<file path="src/rtl/gng_scale_fifo_if.sv">
// Output stream bundle of gng_scale_fifo: scaled samples toward DAC or DMA logic.
interface gng_scale_fifo_if;
    logic        m_valid;
    logic        m_ready;
    logic [15:0] m_data;

    modport master (output m_valid, output m_data, input m_ready);
    modport slave  (input m_valid, input m_data, output m_ready);
endinterface

</file>
<file path="src/rtl/gng_scale_fifo.sv">
// Gaussian noise generator back end.
// Stage 1 scales each incoming s<16,11> sample by a u<16,14> gain. The scaling
// rounds half toward +inf and saturates to 16 bits. Stage 2 buffers the result
// in a first-word-fall-through FIFO. The generator clock enable is throttled
// early enough that samples still in flight upstream always find space.
module gng_scale_fifo #(
    parameter int DEPTH = 16,
    parameter int SLACK = 8
) (
    input  logic                     clk,
    input  logic                     rstn,
    input  logic                     en,
    input  logic [15:0]              gain,
    output logic                     ce,
    input  logic                     valid_in,
    input  logic [15:0]              data_in,
    gng_scale_fifo_if.master         m,
    output logic [$clog2(DEPTH):0]   level,
    output logic                     overflow
);

    localparam int AW  = $clog2(DEPTH);
    localparam int LW  = AW + 1;
    localparam int LW1 = LW + 1;
    localparam logic [LW-1:0] FULL_LEVEL = LW'(DEPTH);
    localparam logic [LW-1:0] ONE_LEVEL  = LW'(1);
    localparam logic [AW-1:0] ONE_PTR    = AW'(1);
    // Committed occupancy below this keeps more than SLACK entries free
    localparam logic [LW:0]   CE_LIMIT   = LW1'(DEPTH - SLACK);

    // Clamp a rounded product into the signed 16-bit range
    function automatic logic [15:0] sat16(input logic signed [32:0] v);
        logic [15:0] r;
        if (v > 33'sd32767) begin
            r = 16'h7FFF;
        end else if (v < -33'sd32768) begin
            r = 16'h8000;
        end else begin
            r = v[15:0];
        end
        return r;
    endfunction

    logic signed [32:0] sample_s, gain_s, prod_s, round_s;
    logic [15:0]        scaled_s;

    logic               v1_r;
    logic [15:0]        d1_r;

    logic [15:0]        mem_r [DEPTH];
    logic [AW-1:0]      wr_ptr_r, rd_ptr_r;
    logic [LW-1:0]      level_r, level_nxt_s;
    logic               m_valid_r, ce_r, overflow_r;
    logic               full_s, pop_s, push_s, drop_s, ce_nxt_s;
    logic [LW:0]        committed_s;

    // Signed multiply by the zero-extended gain, then round half up at bit 13
    always_comb begin
        sample_s = $signed({{17{data_in[15]}}, data_in});
        gain_s   = $signed({17'd0, gain});
        prod_s   = sample_s * gain_s;
        round_s  = (prod_s + 33'sd8192) >>> 5'd14;
        scaled_s = sat16(round_s);
    end

    // Stage-1 register: always captures valid_in regardless of ce
    always_ff @(posedge clk or negedge rstn) begin
        if (!rstn) begin
            v1_r <= 1'b0;
            d1_r <= 16'h0000;
        end else begin
            v1_r <= valid_in;
            d1_r <= scaled_s;
        end
    end

    // FIFO handshake decode, next occupancy and generator throttle decision
    always_comb begin
        full_s      = (level_r == FULL_LEVEL);
        pop_s       = m_valid_r & m.m_ready;
        push_s      = v1_r & (~full_s | pop_s);
        drop_s      = v1_r & full_s & ~pop_s;
        level_nxt_s = level_r;
        if (push_s && !pop_s) begin
            level_nxt_s = level_r + ONE_LEVEL;
        end else if (pop_s && !push_s) begin
            level_nxt_s = level_r - ONE_LEVEL;
        end else begin
            level_nxt_s = level_r;
        end
        // Occupancy after this edge plus the sample entering stage 1 now
        committed_s = {1'b0, level_nxt_s} + {{LW{1'b0}}, valid_in};
        ce_nxt_s    = en & (committed_s < CE_LIMIT);
    end

    // FIFO pointers, occupancy, status flags and registered ce
    always_ff @(posedge clk or negedge rstn) begin
        if (!rstn) begin
            wr_ptr_r   <= '0;
            rd_ptr_r   <= '0;
            level_r    <= '0;
            m_valid_r  <= 1'b0;
            ce_r       <= 1'b0;
            overflow_r <= 1'b0;
        end else begin
            if (push_s) begin
                wr_ptr_r <= wr_ptr_r + ONE_PTR;
            end
            if (pop_s) begin
                rd_ptr_r <= rd_ptr_r + ONE_PTR;
            end
            if (drop_s) begin
                overflow_r <= 1'b1;
            end
            level_r   <= level_nxt_s;
            m_valid_r <= (level_nxt_s != '0);
            ce_r      <= ce_nxt_s;
        end
    end

    // Sample storage; contents are meaningless while the slot is unoccupied
    always_ff @(posedge clk) begin
        if (push_s) begin
            mem_r[wr_ptr_r] <= d1_r;
        end
    end

    assign ce        = ce_r;
    assign m.m_valid = m_valid_r;
    assign m.m_data  = mem_r[rd_ptr_r];
    assign level     = level_r;
    assign overflow  = overflow_r;

endmodule

</file>
<file path="src/flat_wrapper.sv">
// flat-port wrapper written by rule: the top's interface ports become plain ports
module gng_scale_fifo_flat 
#(
    parameter int DEPTH = 16,
    parameter int SLACK = 8
)
  (clk, rstn, en, gain, ce, valid_in, data_in, level, overflow, m_m_valid, m_m_data, m_m_ready);
  gng_scale_fifo_if m_i ();
  input  logic clk;
  input  logic rstn;
  input  logic en;
  input  logic [15:0] gain;
  output logic ce;
  input  logic valid_in;
  input  logic [15:0] data_in;
  output logic [$clog2(DEPTH):0] level;
  output logic overflow;
  output wire logic [$bits(m_i.m_valid)-1:0] m_m_valid;
  output wire logic [$bits(m_i.m_data)-1:0] m_m_data;
  input wire logic [$bits(m_i.m_ready)-1:0] m_m_ready;
  assign m_m_valid = m_i.m_valid;
  assign m_m_data = m_i.m_data;
  assign m_i.m_ready = m_m_ready;
  gng_scale_fifo #(.DEPTH(DEPTH), .SLACK(SLACK)) u_core (.clk(clk), .rstn(rstn), .en(en), .gain(gain), .ce(ce), .valid_in(valid_in), .data_in(data_in), .m(m_i), .level(level), .overflow(overflow));
endmodule
</file>
<file path="config.mk">
export PLATFORM = sky130hd
export DESIGN_NAME = gng_scale_fifo_flat
export DESIGN_NICKNAME = d
export VERILOG_FILES = /design/src/rtl/gng_scale_fifo_if.sv /design/src/rtl/gng_scale_fifo.sv /design/src/flat_wrapper.sv
export SDC_FILE = /design/constraint.sdc
export NUM_CORES = 1
export LEC_CHECK = 0
export BUFFER_PORTS_ARGS = -buffer_cell sky130_fd_sc_hd__buf_2
export CORE_ASPECT_RATIO = 0.9
export CORE_MARGIN = 2
export CORE_UTILIZATION = 30
export CTS_CLUSTER_SIZE = 25
export DETAILED_ROUTE_END_ITERATION = 10
export SYNTH_ARGS = -nofsm -noshare
export SYNTH_HDL_FRONTEND = slang
export SYNTH_SLANG_ARGS = --single-unit
export TNS_END_PERCENT = 30
</file>
<file path="constraint.sdc">
create_clock -name clk -period 8.24 [get_ports clk]
set_input_delay 1.648 -clock clk [delete_from_list [all_inputs] [get_ports clk]]
set_output_delay 1.648 -clock clk [all_outputs]
set_load 0.01 [all_outputs]
</file>
# Word-level counts from Yosys, hierarchy flattened
# Memories as Yosys holds them, arrays and structs flattened.
# Index checks and enable logic that the tools add are counted.
# word_totals
romBits,0
mem_count,1
latch_bits,0
ramBits,256
regBits,33
wordCells,39
# op_classes
eq_ne,1
add_sub_neg,6
n_lt_le_gt_ge,3
shift,0
div_mod_pow,0
multipliers,1
mux,6
n_bitwise,8
n_reduce_logical,5
# mem_list
memory,words,word_bits,rd,rd_clocked_by_memory_dff,write_ports,line_no,text
u_core.mem_r,16,16,1,0,1,gng_scale_fifo.sv:50,logic [15:0] mem_r [DEPTH];
# op_table
op,count
$add A33 B15 Y33 const B,1
$mul A16 B17 Y33,1
$mux W16,2
$gt A19 B16 Y1 const B,1
$lt A19 B16 Y1 const B,1
$mux W5,2
$add A4 B1 Y4 const B,2
$add A5 B1 Y6,1
$lt A6 B4 Y1 const B,1
$add A5 B1 Y5 const B,1
$and A1 B1 Y1,5
$eq A5 B5 Y1 const B,1
$reduce_bool A5 Y1,1
$sub A5 B1 Y5 const B,1
$logic_and A1 B1 Y1,2
$logic_not A1 Y1,2
$mux W1,2
$not A1 Y1,2
$or A1 B1 Y1,1

# Logic depth before layout (Yosys ltp)
# logic_depth
word_depth,11
ltp_mapped,24
mapped_depth_nobuf,21

# Least setup slack after synthesis
# Ideal clock, no wire load.
# synth_path
path_kind,input -> register
start,in gain[7]
end,reg u_core.d1_r[8]
cell_stages,23
arrival_time_ns,7.255
setup_ns,0.118
slack_ns,0.867
t_required_ns,8.122
path_buffers,2
cell_sequence,clkbuf_1 -> nand2_1 -> fa_1 -> inv_1 -> fa_1 -> inv_1 -> fa_1 -> inv_1 -> fa_1 -> fa_1 -> inv_1 -> fa_1 -> inv_1 -> ha_1 -> nand4_4 -> nor4_4 -> o211ai_2 -> a31oi_4 -> a21oi_1 -> xnor2_1 -> o31a_2 -> buf_6 -> a21o_1
# synth_between
elab_chain_len,5
elab_cells_between_ends,6
cone_classes,add/sub: 1; mul: 1; order compare: 2; mux: 2
# synth_lines
item,line_no,text
"start, declared",flat_wrapper.sv:12,input logic [15:0] gain;
$mul A16 B17 Y33 *,gng_scale_fifo.sv:61,prod_s = sample_s * gain_s;
$add A33 B15 Y33 *,gng_scale_fifo.sv:62,round_s = (prod_s + 33'sd8192) >>> 5'd14;
$lt A19 B16 Y1,gng_scale_fifo.sv:36,end else if (v < -33'sd32768) begin
$mux W16,gng_scale_fifo.sv:36,
$mux W16 *,gng_scale_fifo.sv:34,if (v > 33'sd32767) begin
named net u_core.scaled_s[8],gng_scale_fifo.sv:45,logic [15:0] scaled_s;
"end signal, assigned",gng_scale_fifo.sv:73,d1_r <= scaled_s;
"end, declared",gng_scale_fifo.sv:48,logic [15:0] d1_r;
# Mark *: on every way through the listed nets, which the timed path passes. The rest lies on a longest branch.
# A chain may end at the register's enable or synchronous reset.

# Worst setup path after layout
# layout_path
start,in gain[13]
end,reg u_core.d1_r[4]
# The elaborated chain is that of the path after synthesis.

==> run metrics <==
Vias/cell 4.78; hold_buf cts 0; initial DRC count 964; DR pass1 iterations 6; Hold Fails Final Rpt 0; IO Count between 60 and 70; Reg area 0.00852 mm^2; CTS tree yes; CP arrival about 7700 ps; R2R depth 8; share of layout cells above drive strength 1 0.112; hpwl dp between 30000 and 40000 um; input/output buffers 60; CTS Buffer Depth 3; Routed Antenna Nets 0; Post-synth EDFFs ~260; GRT Util Overall 0.132; wire per inst approximately 18 um; final routed DRC violation total 0; unrepaired setup endpoints after global routing no; vias in the first global route 12852; Die W 276 um; Seq/Total Area, Yosys 0.426; fillcell total 6475; area grow syn2layout 11.0%; Mean Syn Cell Area 12.3 um^2; Num CTS Buffers 28; core area 0.0657 mm^2; Worst-Margin Slew 1160 ps; crit share post-route 0.877; Syn Inst Count 1627; largest net degree at the start of global routing 59; Netlist cell types 58; root buf cell clkbuf_16; Max-slew headroom 0.228; Achievable Freq 138 MHz; Synthesized Nets just under 2000; Worst Path Required approximately 8700 ps; cts repair resizes 0; endpoints failing setup 0; hold path depth 1; max-slew violation count 0; vias between 10000 and 15000; commonest register cell after synthesis edfxtp_1; Reg-to-Reg End u_core.mem_r[11][1]$_DFFE_PP_; status complete, no violations; hold path start u_core.overflow$_DFFE_PN0P_; first-pass GRT wire length between 70000 and 80000 um; Layout Nets 2018; Worst Hold End u_core.overflow$_DFFE_PN0P_; worst reg2reg setup slack 5020 ps; Setup Crit Path Kind primary input to flip-flop; die height 249 um; Remaining Overflow, GRT 0; Post-Route Skew 27.9 ps; Max-cap violations 0; antenna violations before repair 1; Yosys reg bits 289; mapped cell area 0.0200 mm^2; Final Wtd Congestion 0.862; worst-path fanout max 16; row count 89; Initial Util 0.304; hold crit path type flip-flop to flip-flop; DIE AREA 0.0687 mm^2; Post-Route WL roughly 45000 um; n_diodes 0; CP endpoint kind flip-flop; post-layout min period 7230 ps; commonest cells after routing, fill and taps aside edfxtp_1 (256), inv_1 (238), fa_1 (194); CP Launch Type primary input; CTS Sinks 289; synthesis warning total 0; area of the multi-input gates 0.0103 mm^2; Synth async-reset ratio 0.114; final setup TNS 0 ps; launching point of the worst reg2reg path u_core.level[1]$_DFF_PN0_; clock transition at the registers of the reported paths 60 ps; commonest non-fill, non-tap cell in the layout edfxtp_1; H-tree depth 1; Post-CTS Setup Repair Bufs 0; Clk Latency, worst-skew pair 560 ps
-- critical path: stages --
cell	delay [ps]
buf_2	320
nand2_1	140
fa_1	540
fa_1	520
fa_1	570
inv_1	60
fa_1	500
fa_1	500
inv_1	50
fa_1	470
inv_1	40
ha_1	400
nand4_4	170
nor4_4	370
o211ai_2	190
a31oi_4	230
a21oi_1	110
xnor2_1	150
o31a_2	460
a31o_2	240
-- Yosys cell counts, drive strengths merged (2+ instances only) --
| master | instances | area, um^2 |
|---|---|---|
| a211o | 2 | 17.5 |
| a211oi | 7 | 52.6 |
| a21o | 18 | 135 |
| a21oi | 42 | 210 |
| a221oi | 18 | 164 |
| a22oi | 19 | 148 |
| a31o | 2 | 17.5 |
| a31oi | 5 | 46.3 |
| a41oi | 3 | 26.3 |
| and2 | 115 | 719 |
| and3 | 5 | 31.3 |
| and4 | 2 | 17.5 |
| buf | 17 | 90.1 |
| clkbuf | 57 | 214 |
| dfrtp | 33 | 826 |
| edfxtp | 256 | 7690 |
| fa | 194 | 3880 |
| ha | 124 | 1550 |
| inv | 238 | 893 |
| mux2 | 13 | 146 |
| mux2i | 52 | 521 |
| mux4 | 32 | 721 |
| nand2 | 179 | 672 |
| nand2b | 10 | 62.6 |
| nand3 | 9 | 45.0 |
| nand4 | 9 | 71.3 |
| nor2 | 41 | 154 |
| nor2b | 2 | 12.5 |
| nor3 | 12 | 60.1 |
| nor4 | 4 | 61.3 |
| o211ai | 3 | 27.5 |
| o21a | 7 | 52.6 |
| o21ai | 50 | 250 |
| o21bai | 5 | 37.5 |
| o221ai | 2 | 17.5 |
| or3 | 3 | 18.8 |
| xnor2 | 23 | 201 |
| xor2 | 4 | 35.0 |
-- flip-flops by register name, indices dropped and copies added, names as in the netlist --
name and count:
u_core.m.m_valid 1, u_core.d1_r 16, u_core.level 5, u_core.v1_r 1
u_core.ce 1, u_core.mem_r 256, u_core.overflow 1, u_core.rd_ptr_r 4
u_core.wr_ptr_r 4
-- stage by stage --
stage / util / worst slack, ps / cell area (um^2) / hold slack, ps / std cells
after global placement: 0.324 / 539 / 21300 / 465 / 2497
final: 0.338 / 1010 / 22200 / 492 / 2549
after detailed placement: 0.324 / 448 / 21300 / 478 / 2497
after global routing: 0.338 / 755 / 22200 / 532 / 2549
after floorplan: - / 867 / 20000 / 493 / 1627
after CTS: 0.338 / 1040 / 22200 / 499 / 2549
-- worst max-delay path by stage --
stage	start	to	slack (ps)	cells past startpoint
2_1_floorplan	gain[7]	u_core.d1_r[8]$_DFF_PN0_	870	23
3_3_place_gp	data_in[7]	u_core.d1_r[4]$_DFF_PN0_	540	22
3_5_place_dp	gain[13]	u_core.d1_r[4]$_DFF_PN0_	450	20
4_1_cts	gain[13]	u_core.d1_r[4]$_DFF_PN0_	1040	20
5_1_grt	gain[13]	u_core.d1_r[4]$_DFF_PN0_	760	20
6_report	gain[13]	u_core.d1_r[4]$_DFF_PN0_	1010	20
-- final cells by class --
type                    instances  area share
repair buffers                 80      0.0203
clock inverters                14     0.00682
clock buffers                  38      0.0356
well taps                     864      0.0487
flip-flops and latches        289       0.384
inverters                     238      0.0403
multi-input cells            1026       0.465
-- layer usage --
layer	wire length, um	GRT usage	up-vias
li1	-	-	5578
met1	21100	0.185	6206
met2	21000	0.220	348
met3	2580	0.0174	53
met4	676	0.0231	0
met5	0	0	-
-- logic make-up (layout without fill, tap and decap cells) --
group,count (synthesis),in the layout,share of synthesized area
xor+xnor,27,27,0.0118
simple gates,396,396,0.0988
compound gates,188,188,0.0625
mux,97,97,0.0694
fa+ha+maj,318,318,0.272
flops,289,289,0.426
buf+inv,312,370,0.0599
Power is not shown: default switching activity piles up to over one toggle a cycle in this logic, so the estimate is an artifact.
